## src/rtl/fwd_stall_unit.sv

```systemverilog
// Forwarding and stall resolution for the decode stage.
//
// Tracks, for each of NSTAGES producer stages downstream of D, which
// register the instruction there will write and how many cycles remain
// until its result can be forwarded (tnew). For every D-stage source
// operand it selects the youngest matching producer as the bypass source
// and raises stall_d when that producer cannot deliver in time. A
// multiply/divide busy counter adds a structural stall for instructions
// that use the MD unit.
//
// Ports:
//   clk, reset   clock and synchronous active-high reset
//   src_addr_d   NSRC packed 5-bit source register numbers
//   src_en_d     per-operand "actually read" flags
//   src_tuse_d   per-operand cycles until the value is consumed
//   dst_addr_d   destination register of the D instruction
//   dst_wen_d    D instruction writes the register file
//   dst_tnew_d   cycles after entering E until its result is forwardable
//   md_use_d     D instruction needs the MD unit or its results
//   md_start_e   E instruction starts a multiply/divide this cycle
//   flush_e      kill the instruction entering E
//   stall_d      hold PC and the D register
//   bubble_e     load a bubble into E
//   fwd_sel      per operand: 0 = register file, k = stage k
//   md_busy      MD counter is nonzero
module fwd_stall_unit #(
  parameter int unsigned NSTAGES = 3,
  parameter int unsigned NSRC    = 2,
  parameter int unsigned TW      = 2,
  parameter int unsigned MD_LAT  = 5,
  parameter int unsigned SELW    = $clog2(NSTAGES + 1)
) (
  input  logic                 clk,
  input  logic                 reset,
  input  logic [NSRC*5-1:0]    src_addr_d,
  input  logic [NSRC-1:0]      src_en_d,
  input  logic [NSRC*TW-1:0]   src_tuse_d,
  input  logic [4:0]           dst_addr_d,
  input  logic                 dst_wen_d,
  input  logic [TW-1:0]        dst_tnew_d,
  input  logic                 md_use_d,
  input  logic                 md_start_e,
  input  logic                 flush_e,
  output logic                 stall_d,
  output logic                 bubble_e,
  output logic [NSRC*SELW-1:0] fwd_sel,
  output logic                 md_busy
);

  localparam int unsigned CW = $clog2(MD_LAT + 1);

  // Scoreboard: one entry per producer stage, index 1 = E.
  logic          valid_q [1:NSTAGES];
  logic [4:0]    addr_q  [1:NSTAGES];
  logic [TW-1:0] tnew_q  [1:NSTAGES];
  logic          valid_d [1:NSTAGES];
  logic [4:0]    addr_d  [1:NSTAGES];
  logic [TW-1:0] tnew_d  [1:NSTAGES];

  logic [CW-1:0] md_cnt_q, md_cnt_d;

  // Per-operand youngest-match results.
  logic            hit_c  [NSRC];
  logic [SELW-1:0] hitk_c [NSRC];
  logic [TW-1:0]   hitt_c [NSRC];
  logic [NSRC-1:0] data_haz;
  logic            md_haz;

  assign md_busy  = (md_cnt_q != '0);
  assign md_haz   = md_use_d && (md_busy || md_start_e);
  assign stall_d  = (|data_haz) || md_haz;
  assign bubble_e = stall_d || flush_e;

  // Youngest match: scan from the oldest stage down so the lowest k
  // that matches is the one left standing.
  always_comb begin
    fwd_sel  = '0;
    data_haz = '0;
    for (int unsigned i = 0; i < NSRC; i++) begin
      hit_c[i]  = 1'b0;
      hitk_c[i] = '0;
      hitt_c[i] = '0;
      for (int unsigned k = NSTAGES; k >= 1; k--) begin
        if (src_en_d[i] && valid_q[k] && (addr_q[k] == src_addr_d[5*i +: 5])) begin
          hit_c[i]  = 1'b1;
          hitk_c[i] = SELW'(k);
          hitt_c[i] = tnew_q[k];
        end
      end
      if (hit_c[i] && (hitt_c[i] == '0))
        fwd_sel[SELW*i +: SELW] = hitk_c[i];
      data_haz[i] = hit_c[i] && (hitt_c[i] > src_tuse_d[TW*i +: TW]);
    end
  end

  // Scoreboard next state: E takes the D instruction or a bubble;
  // later stages shift unconditionally with tnew counting down to 0.
  always_comb begin
    valid_d[1] = dst_wen_d && (dst_addr_d != 5'd0) && !bubble_e;
    addr_d[1]  = dst_addr_d;
    tnew_d[1]  = dst_tnew_d;
    for (int unsigned k = 2; k <= NSTAGES; k++) begin
      valid_d[k] = valid_q[k-1];
      addr_d[k]  = addr_q[k-1];
      tnew_d[k]  = (tnew_q[k-1] == '0) ? '0 : tnew_q[k-1] - 1'b1;
    end
  end

  // A start always reloads, including while already busy.
  always_comb begin
    if (md_start_e)
      md_cnt_d = CW'(MD_LAT);
    else if (md_cnt_q != '0)
      md_cnt_d = md_cnt_q - 1'b1;
    else
      md_cnt_d = '0;
  end

  always_ff @(posedge clk) begin
    if (reset) begin
      for (int unsigned k = 1; k <= NSTAGES; k++) begin
        valid_q[k] <= 1'b0;
        addr_q[k]  <= '0;
        tnew_q[k]  <= '0;
      end
      md_cnt_q <= '0;
    end else begin
      for (int unsigned k = 1; k <= NSTAGES; k++) begin
        valid_q[k] <= valid_d[k];
        addr_q[k]  <= addr_d[k];
        tnew_q[k]  <= tnew_d[k];
      end
      md_cnt_q <= md_cnt_d;
    end
  end

endmodule

```

## config.mk

```make
export PLATFORM = sky130hd
export DESIGN_NAME = fwd_stall_unit
export DESIGN_NICKNAME = d
export VERILOG_FILES = /design/src/rtl/fwd_stall_unit.sv
export SDC_FILE = /design/constraint.sdc
export NUM_CORES = 1
export LEC_CHECK = 0
export BUFFER_PORTS_ARGS = -buffer_cell sky130_fd_sc_hd__buf_2
export CAP_MARGIN = 25
export CELL_PAD_IN_SITES_DETAIL_PLACEMENT = 0
export CELL_PAD_IN_SITES_GLOBAL_PLACEMENT = 1
export CORE_MARGIN = 2
export CORE_UTILIZATION = 35
export CTS_CLUSTER_SIZE = 28
export DETAILED_ROUTE_END_ITERATION = 12
export GPL_TIMING_DRIVEN = 0
export PLACE_DENSITY_LB_ADDON = 0.25
export SLEW_MARGIN = 5
export SYNTH_ARGS = -nofsm -noshare
export SYNTH_HDL_FRONTEND = slang
export SYNTH_SLANG_ARGS = --single-unit
```

## constraint.sdc

```tcl
create_clock -name clk -period 3.6 [get_ports clk]
set_input_delay 0.72 -clock clk [delete_from_list [all_inputs] [get_ports clk]]
set_output_delay 0.72 -clock clk [all_outputs]
set_load 0.02 [all_outputs]
```

==> results of run 1 <==
-- routing by layer --
metal / track usage / up-vias
li1: - / 672
met1: 0.215 / 606
met3: 0.0146 / 7
met2: 0.245 / 35
met5: 0 / -
met4: 0.0588 / 0
-- synthesized netlist by cell type, types with 2 or more instances --
| cell type | number |
|---|---|
| nor2_1 | 9 |
| xnor2_1 | 30 |
| dfxtp_1 | 27 |
| clkbuf_1 | 2 |
| o21ai_0 | 4 |
| nor3_1 | 6 |
| nand3_1 | 8 |
| nor2b_1 | 19 |
| or2_1 | 3 |
| nand2_1 | 4 |
| ha_1 | 8 |
| a21oi_1 | 10 |
| nand4_1 | 7 |
| inv_1 | 13 |
-- through the flow --
step | TNS, ns | util | total power, mW | worst slack (ns)
finish | 0 | 0.539 | 0.631 | 0.00284
global route | -0.132 | 0.539 | 0.662 | -0.128
CTS | 0 | 0.447 | 0.602 | 0.00231
detailed placement | -0.227 | 0.425 | 0.431 | -0.207
global placement | -0.105 | 0.425 | 0.427 | -0.105
floorplan | 0 | - | 0.390 | 0.192
-- repair_timing --
item	4_1_cts	5_1_grt
pin swaps	6	31
resized for setup	6	58
buffers inserted	2	10
endpoints found under the setup margin	2	2
-- kinds of logic (layout without fill, tap and decap cells) --
family	Yosys count	count (layout)
AND/OR/NAND/NOR	66	66
XOR/XNOR	30	30
flip-flops	27	27
AO/OA/AOI/OAI	21	21
buffers and inverters	15	66
adder cells (fa/ha/maj)	8	8
-- where the power goes --
part           total [mW]  internal [mW]  leakage, nW  switching [mW]
clock               0.172         0.0785       0.0217          0.0937
combinational       0.131         0.0710        0.576          0.0600
sequential          0.328          0.313        0.222          0.0153
-- worst max-delay path, cell delays in order --
cell,delay (ns)
buf_12,0.11
xnor2_4,0.14
nand4_1,0.20
or2_4,0.32
and3_4,0.16
a2bb2oi_4,0.17
inv_2,0.08
ha_4,0.13
inv_2,0.04
a21oi_4,0.12
a21oi_2,0.05
o21ai_1,0.06
nand4_1,0.16
or2_1,0.28
buf_6,0.13
-- sequential cells by signal, indices dropped and copies added (netlist names) --
signal / count
addr_q: 15
md_cnt_q: 3
tnew_q: 6
valid_q: 3
-- cell type report --
cell class / count / share of cell area
Multi-Input combinational cell: 125 / 0.533
Clock inverter: 1 / 0.00345
Tap cell: 50 / 0.0288
Inverter: 13 / 0.0225
Sequential cell: 27 / 0.249
Timing Repair Buffer: 47 / 0.142
Clock buffer: 3 / 0.0190
Buffer: 2 / 0.00345
-- placed cells by master (no fill, tap or decap), drive strengths merged, types with 4 or more instances in the layout --
master | netlist | layout
nand3 | 9 | 9
nor2 | 10 | 10
buf | 0 | 47
or2 | 4 | 4
clkbuf | 2 | 5
a21oi | 10 | 10
ha | 8 | 8
nand4 | 7 | 7
xnor2 | 30 | 30
inv | 13 | 13
nand2 | 4 | 4
dfxtp | 27 | 27
nor3 | 6 | 6
nor2b | 19 | 19
o21ai | 4 | 4
-- how the worst min path moves through the flow --
stage	cells after the start	from	to
2_1_floorplan	1	tnew_q[0][4]	tnew_q[0][6]
3_3_place_gp	1	tnew_q[0][4]	tnew_q[0][6]
3_5_place_dp	1	tnew_q[0][4]	tnew_q[0][6]
4_1_cts	1	tnew_q[0][4]	tnew_q[0][6]
5_1_grt	1	tnew_q[0][2]	tnew_q[0][4]
6_report	1	tnew_q[0][2]	tnew_q[0][4]
==> flow_summary.ini, run 1 <==
[drt]
wl_met3_um = 143
met2_length_mm = 1.64
routedLengthMet1_mm = 1.80
vias_per_cell = 4.93
vias = 1320
first_pass_iters = 5
drt-wirelength-per-cell_um = 13.6
drc_errors = 0
drtIter0Drc = 47
drt_wl_total_mm = 3.66
drt.antenna.violating_nets = 0
top_layer = met4

[cts]
cts.sink_count = 27
cts_buffers = 3
clk_pin_slew_ns = 0.09
cts_root_buffer = clkbuf_8
ctsHoldBuffers = 0
cts_buffer_depth = 2
cts_tree = done
htree_levels = 1
clk_latency_ns = 0.27

[yosys]
synth_top_family_by_area = simple AND/OR/NAND/NOR gates
yosys.area.top_type = dfxtp_1
synth_adder_area_share = 0.0679
synthMuxAreaShare = 0
synth_xor_area_frac = 0.178
seq_area_frac_synth = 0.367
synth_area_per_cell_um2 = 8.83
synth_compound_area_frac = 0.0883
yosysWarningCount = 0
synth-simple-area-share = 0.261
netlist_instances = 167
ys_ff_latch = 27
synth_area_leaders = dfxtp_1, xnor2_1, nor2b_1
netlist.area_leader.share = 0.367
synth_enable_flop_cells = 0
netlist_area_mm2 = 0.00147
ys_types = 31
async_flop_share = 0
syn_nets = 204
ys.flop_type = dfxtp_1

[grt]
grtUsageTotal = 0.154
grt_pass1_wl_mm = 5.27
antenna_found_initial = 0
grt.overflow.total = 0
grt_max_degree = 17
grt_pass1_vias = 1166

[pwr]
p_leak_nw = 0.820
irDropWorstVdd_uv = 237
power_density_mw_per_mm2 = 291

[place]
dpl_cell_area_mm2 = 0.00171
dp_hpwl_mm = 2.78
dp.cells = 252
io_buffers = 35
gp_congestion = 0.876

[cells_and_area]
fin_cells = 268
diodes = 0
drive_gt1_frac = 0.427
fillers = 380
area_growth_pct = 47.5
seq_area_um2 = 541
multi_input_area_mm2 = 0.00116
finish.instance_area_mm2 = 0.00217
layout.nets = 256

[critical_path]
r2r-end = valid_q[0][1]
arrival_ns = 2.88
cp-startpoint = src_addr_d[6]
crit_type = input pin to output pin
end_kind = output pin
r2r_slack_ns = 1.15
r2r_start = addr_q[0][11]
required_ns = 2.88
crit_path_start_kind = input pin
crit_end = bubble_e
cp_max_fo = 3
r2r_cells = 14

[timing]
tightest_slew_ns = 0.453
fmax_mhz = 278
setup_viol = 0
hold_slack_ns = 0.429
fin_crit_ns = 3.60
hold_viol = 0
clock_skew_ns = 0.00214
min_period_over_period = 0.999
rsz0062_at_grt = yes
maxSlewViolCount = 0
slew-limit-headroom = 0.698

[flow_run]
drv_cap = 0

[die]
start_util = 0.366
rows = 23
die_h_um = 68.9
die_area_mm2 = 0.00475
top_level_ports = 36
die_width_um = 68.9
core_area_mm2 = 0.00403

[outcome]
status = finished clean

[worst_hold_path]
hold_path.class = register to register
Power figures use the tool's default switching activity.
==> inputs of run 2 (changes only) <==
Clock period 3.6 ns to 3.8 ns, I/O delays scaled along.
==> run 2 against run 1 <==
  * Sequential power decreased by 5%
  * Worst setup slack improved by 0.11 ns
  * Sequential share of layout area increased by 1.4 points
  * Combinational power decreased by 13%
  * Design area decreased by 5.4%
  * Global-route usage decreased by 0.20 points
  * Die area unchanged
  * Total power decreased by 7.1%
  * Core utilization decreased by 2.9 points
==> flow_summary.ini, run 2 (synthesis results as in run 1) <==
[timing]
maxSlewViolCount = 0
min_period_over_period = 0.971
setup_viol = 0
hold_viol = 0
slew-limit-headroom = 0.702
fmax_mhz = 271
clock_skew_ns = 0.00123
fin_crit_ns = 3.69
tightest_slew_ns = 0.447
setup_slack_ns = 0.110

[cts]
htree_levels = 1
cts_tree = done
cts_buffers = 3
cts.sink_count = 27
clk_pin_slew_ns = 0.09
cts_buffer_depth = 2
cts_root_buffer = clkbuf_8
clk_latency_ns = 0.27

[grt]
grt_pass1_vias = 1162
grtUsageTotal = 0.152
grt_max_degree = 17
antenna_found_initial = 0
grt.overflow.total = 0
grt_pass1_wl_mm = 5.23

[place]
dp.cells = 252
gp_congestion = 0.876
dp_hpwl_mm = 2.78
io_buffers = 35
dpl_cell_area_mm2 = 0.00171
pre_cts_ws_ns = -0.0867

[outcome]
status = finished clean

[worst_hold_path]
hold_depth = 1
min_from = tnew_q[0][2]
min_to = tnew_q[0][4]
hold_path.class = register to register

[drt]
drt.antenna.violating_nets = 0
vias = 1292
vias_per_cell = 4.89
first_pass_iters = 4
drc_errors = 0
drt-wirelength-per-cell_um = 13.3
drtIter0Drc = 18
drt_wl_total_mm = 3.51

[critical_path]
r2r_slack_ns = 1.36
r2r_cells = 14
worstPathCellList = buf_2 > xnor2_1 > nand4_1 > buf_4 > nor2_2 > nand2_1 > a31oi_4 > ha_4 > a21oi_2 > a21oi_2 > o31ai_2 > nand4_1 > or2_1 > buf_6
max_stage_delay_ns = 0.28
arrival_ns = 2.93
required_ns = 3.04
crit_type = input pin to output pin
slowest_stage = or2_1
crit_path_start_kind = input pin
r2r_start = addr_q[0][12]
end_kind = output pin
cp_max_fo = 3
r2r-end = valid_q[0][1]

[pwr]
p_leak_nw = 0.773
combPwrFrac = 0.194
seq_power_share = 0.528
internal_power_mw = 0.432
power_density_mw_per_mm2 = 285
swShare = 0.264
switchingPower_mw = 0.155
irDropWorstVdd_uv = 222
clkPwrFrac = 0.278
total_power_mw = 0.586

[flow_run]
drv_cap = 0

[die]
die_area_mm2 = 0.00475
die_h_um = 68.9
top_level_ports = 36
core_area_mm2 = 0.00403
start_util = 0.366
rows = 23
die_width_um = 68.9

[cells_and_area]
finish.instance_area_mm2 = 0.00206
drive_gt1_frac = 0.383
final_cell_mix = buf_2, dfxtp_1, xnor2_1, nor2b_1, inv_1
diodes = 0
layout.nets = 252
fin_cells = 264
largest_reg_flops = 15
final_common_cell = buf_2
largest_register = addr_q
reg.largest.list = addr_q (15), tnew_q (6)
area_growth_pct = 39.5
run 2: cell types whose count changed in the layout (fill, tap and decap cells not counted), moves of 2 or more:
cell	before	now
xnor2_2	13	10
xnor2_1	16	20
nand3_1	5	7
buf_4	13	9
nand3_2	4	2
run 2: cell type report:
type | count | area, um^2
buffer | 2 | 7.51
tap | 50 | 62.6
sequential | 27 | 541
inverter | 13 | 48.8
clock buffer | 3 | 41.3
timing repair buffer | 43 | 269
multi-input combinational | 125 | 1080
clock inverter | 1 | 7.51
fill | 383 | 1970
run 2: repair_timing:
item	in CTS	in global routing
gates resized for setup	3	47
pin swaps	0	26
setup buffers	0	8
hold buffers	0	0
setup endpoints to repair	1	2
run 2: routing by layer:
layer,wire length [um],GRT usage,vias up
met5,0,0,-
met4,87,0.0588,0
met3,135,0.0146,9
met2,1550,0.243,36
met1,1740,0.211,584
li1,-,-,663
run 2: critical path, delay by kind of cell:
kind / cells / cell delay [ns]
AOI/OAI and AO/OA: 4 / 0.45
xor gates and xnor gates: 1 / 0.15
adders and majority gates: 1 / 0.24
buffers and inverters: 3 / 0.41
and+or+nand+nor: 5 / 0.91
run 2: power by group through the flow:
stage          combinational, mW  sequential (mW)  clock, mW
3_3_place_gp              0.0900            0.315          0
4_1_cts                   0.0942            0.308      0.166
5_1_grt                    0.125            0.312      0.179
6_report                   0.114            0.310      0.163
2_1_floorplan             0.0587            0.311          0
3_5_place_dp              0.0936            0.315          0
run 2: per-stage QoR:
stage,hold WS (ns),utilization,setup TNS (ns)
after global routing,0.454,0.510,-0.0349
after global placement,0.406,0.425,0
after CTS,0.428,0.439,0
after detailed placement,0.415,0.425,-0.0867
final,0.429,0.510,0
after floorplan,0.400,-,0
run 2: how the worst max path moves through the flow:
stage,start,endpoint,cells after the start
after floorplan,src_addr_d[1],bubble_e,11
after global placement,src_addr_d[2],bubble_e,13
after detailed placement,src_addr_d[6],bubble_e,13
after CTS,src_addr_d[6],bubble_e,15
after global routing,src_addr_d[6],bubble_e,15
final,src_addr_d[4],bubble_e,14
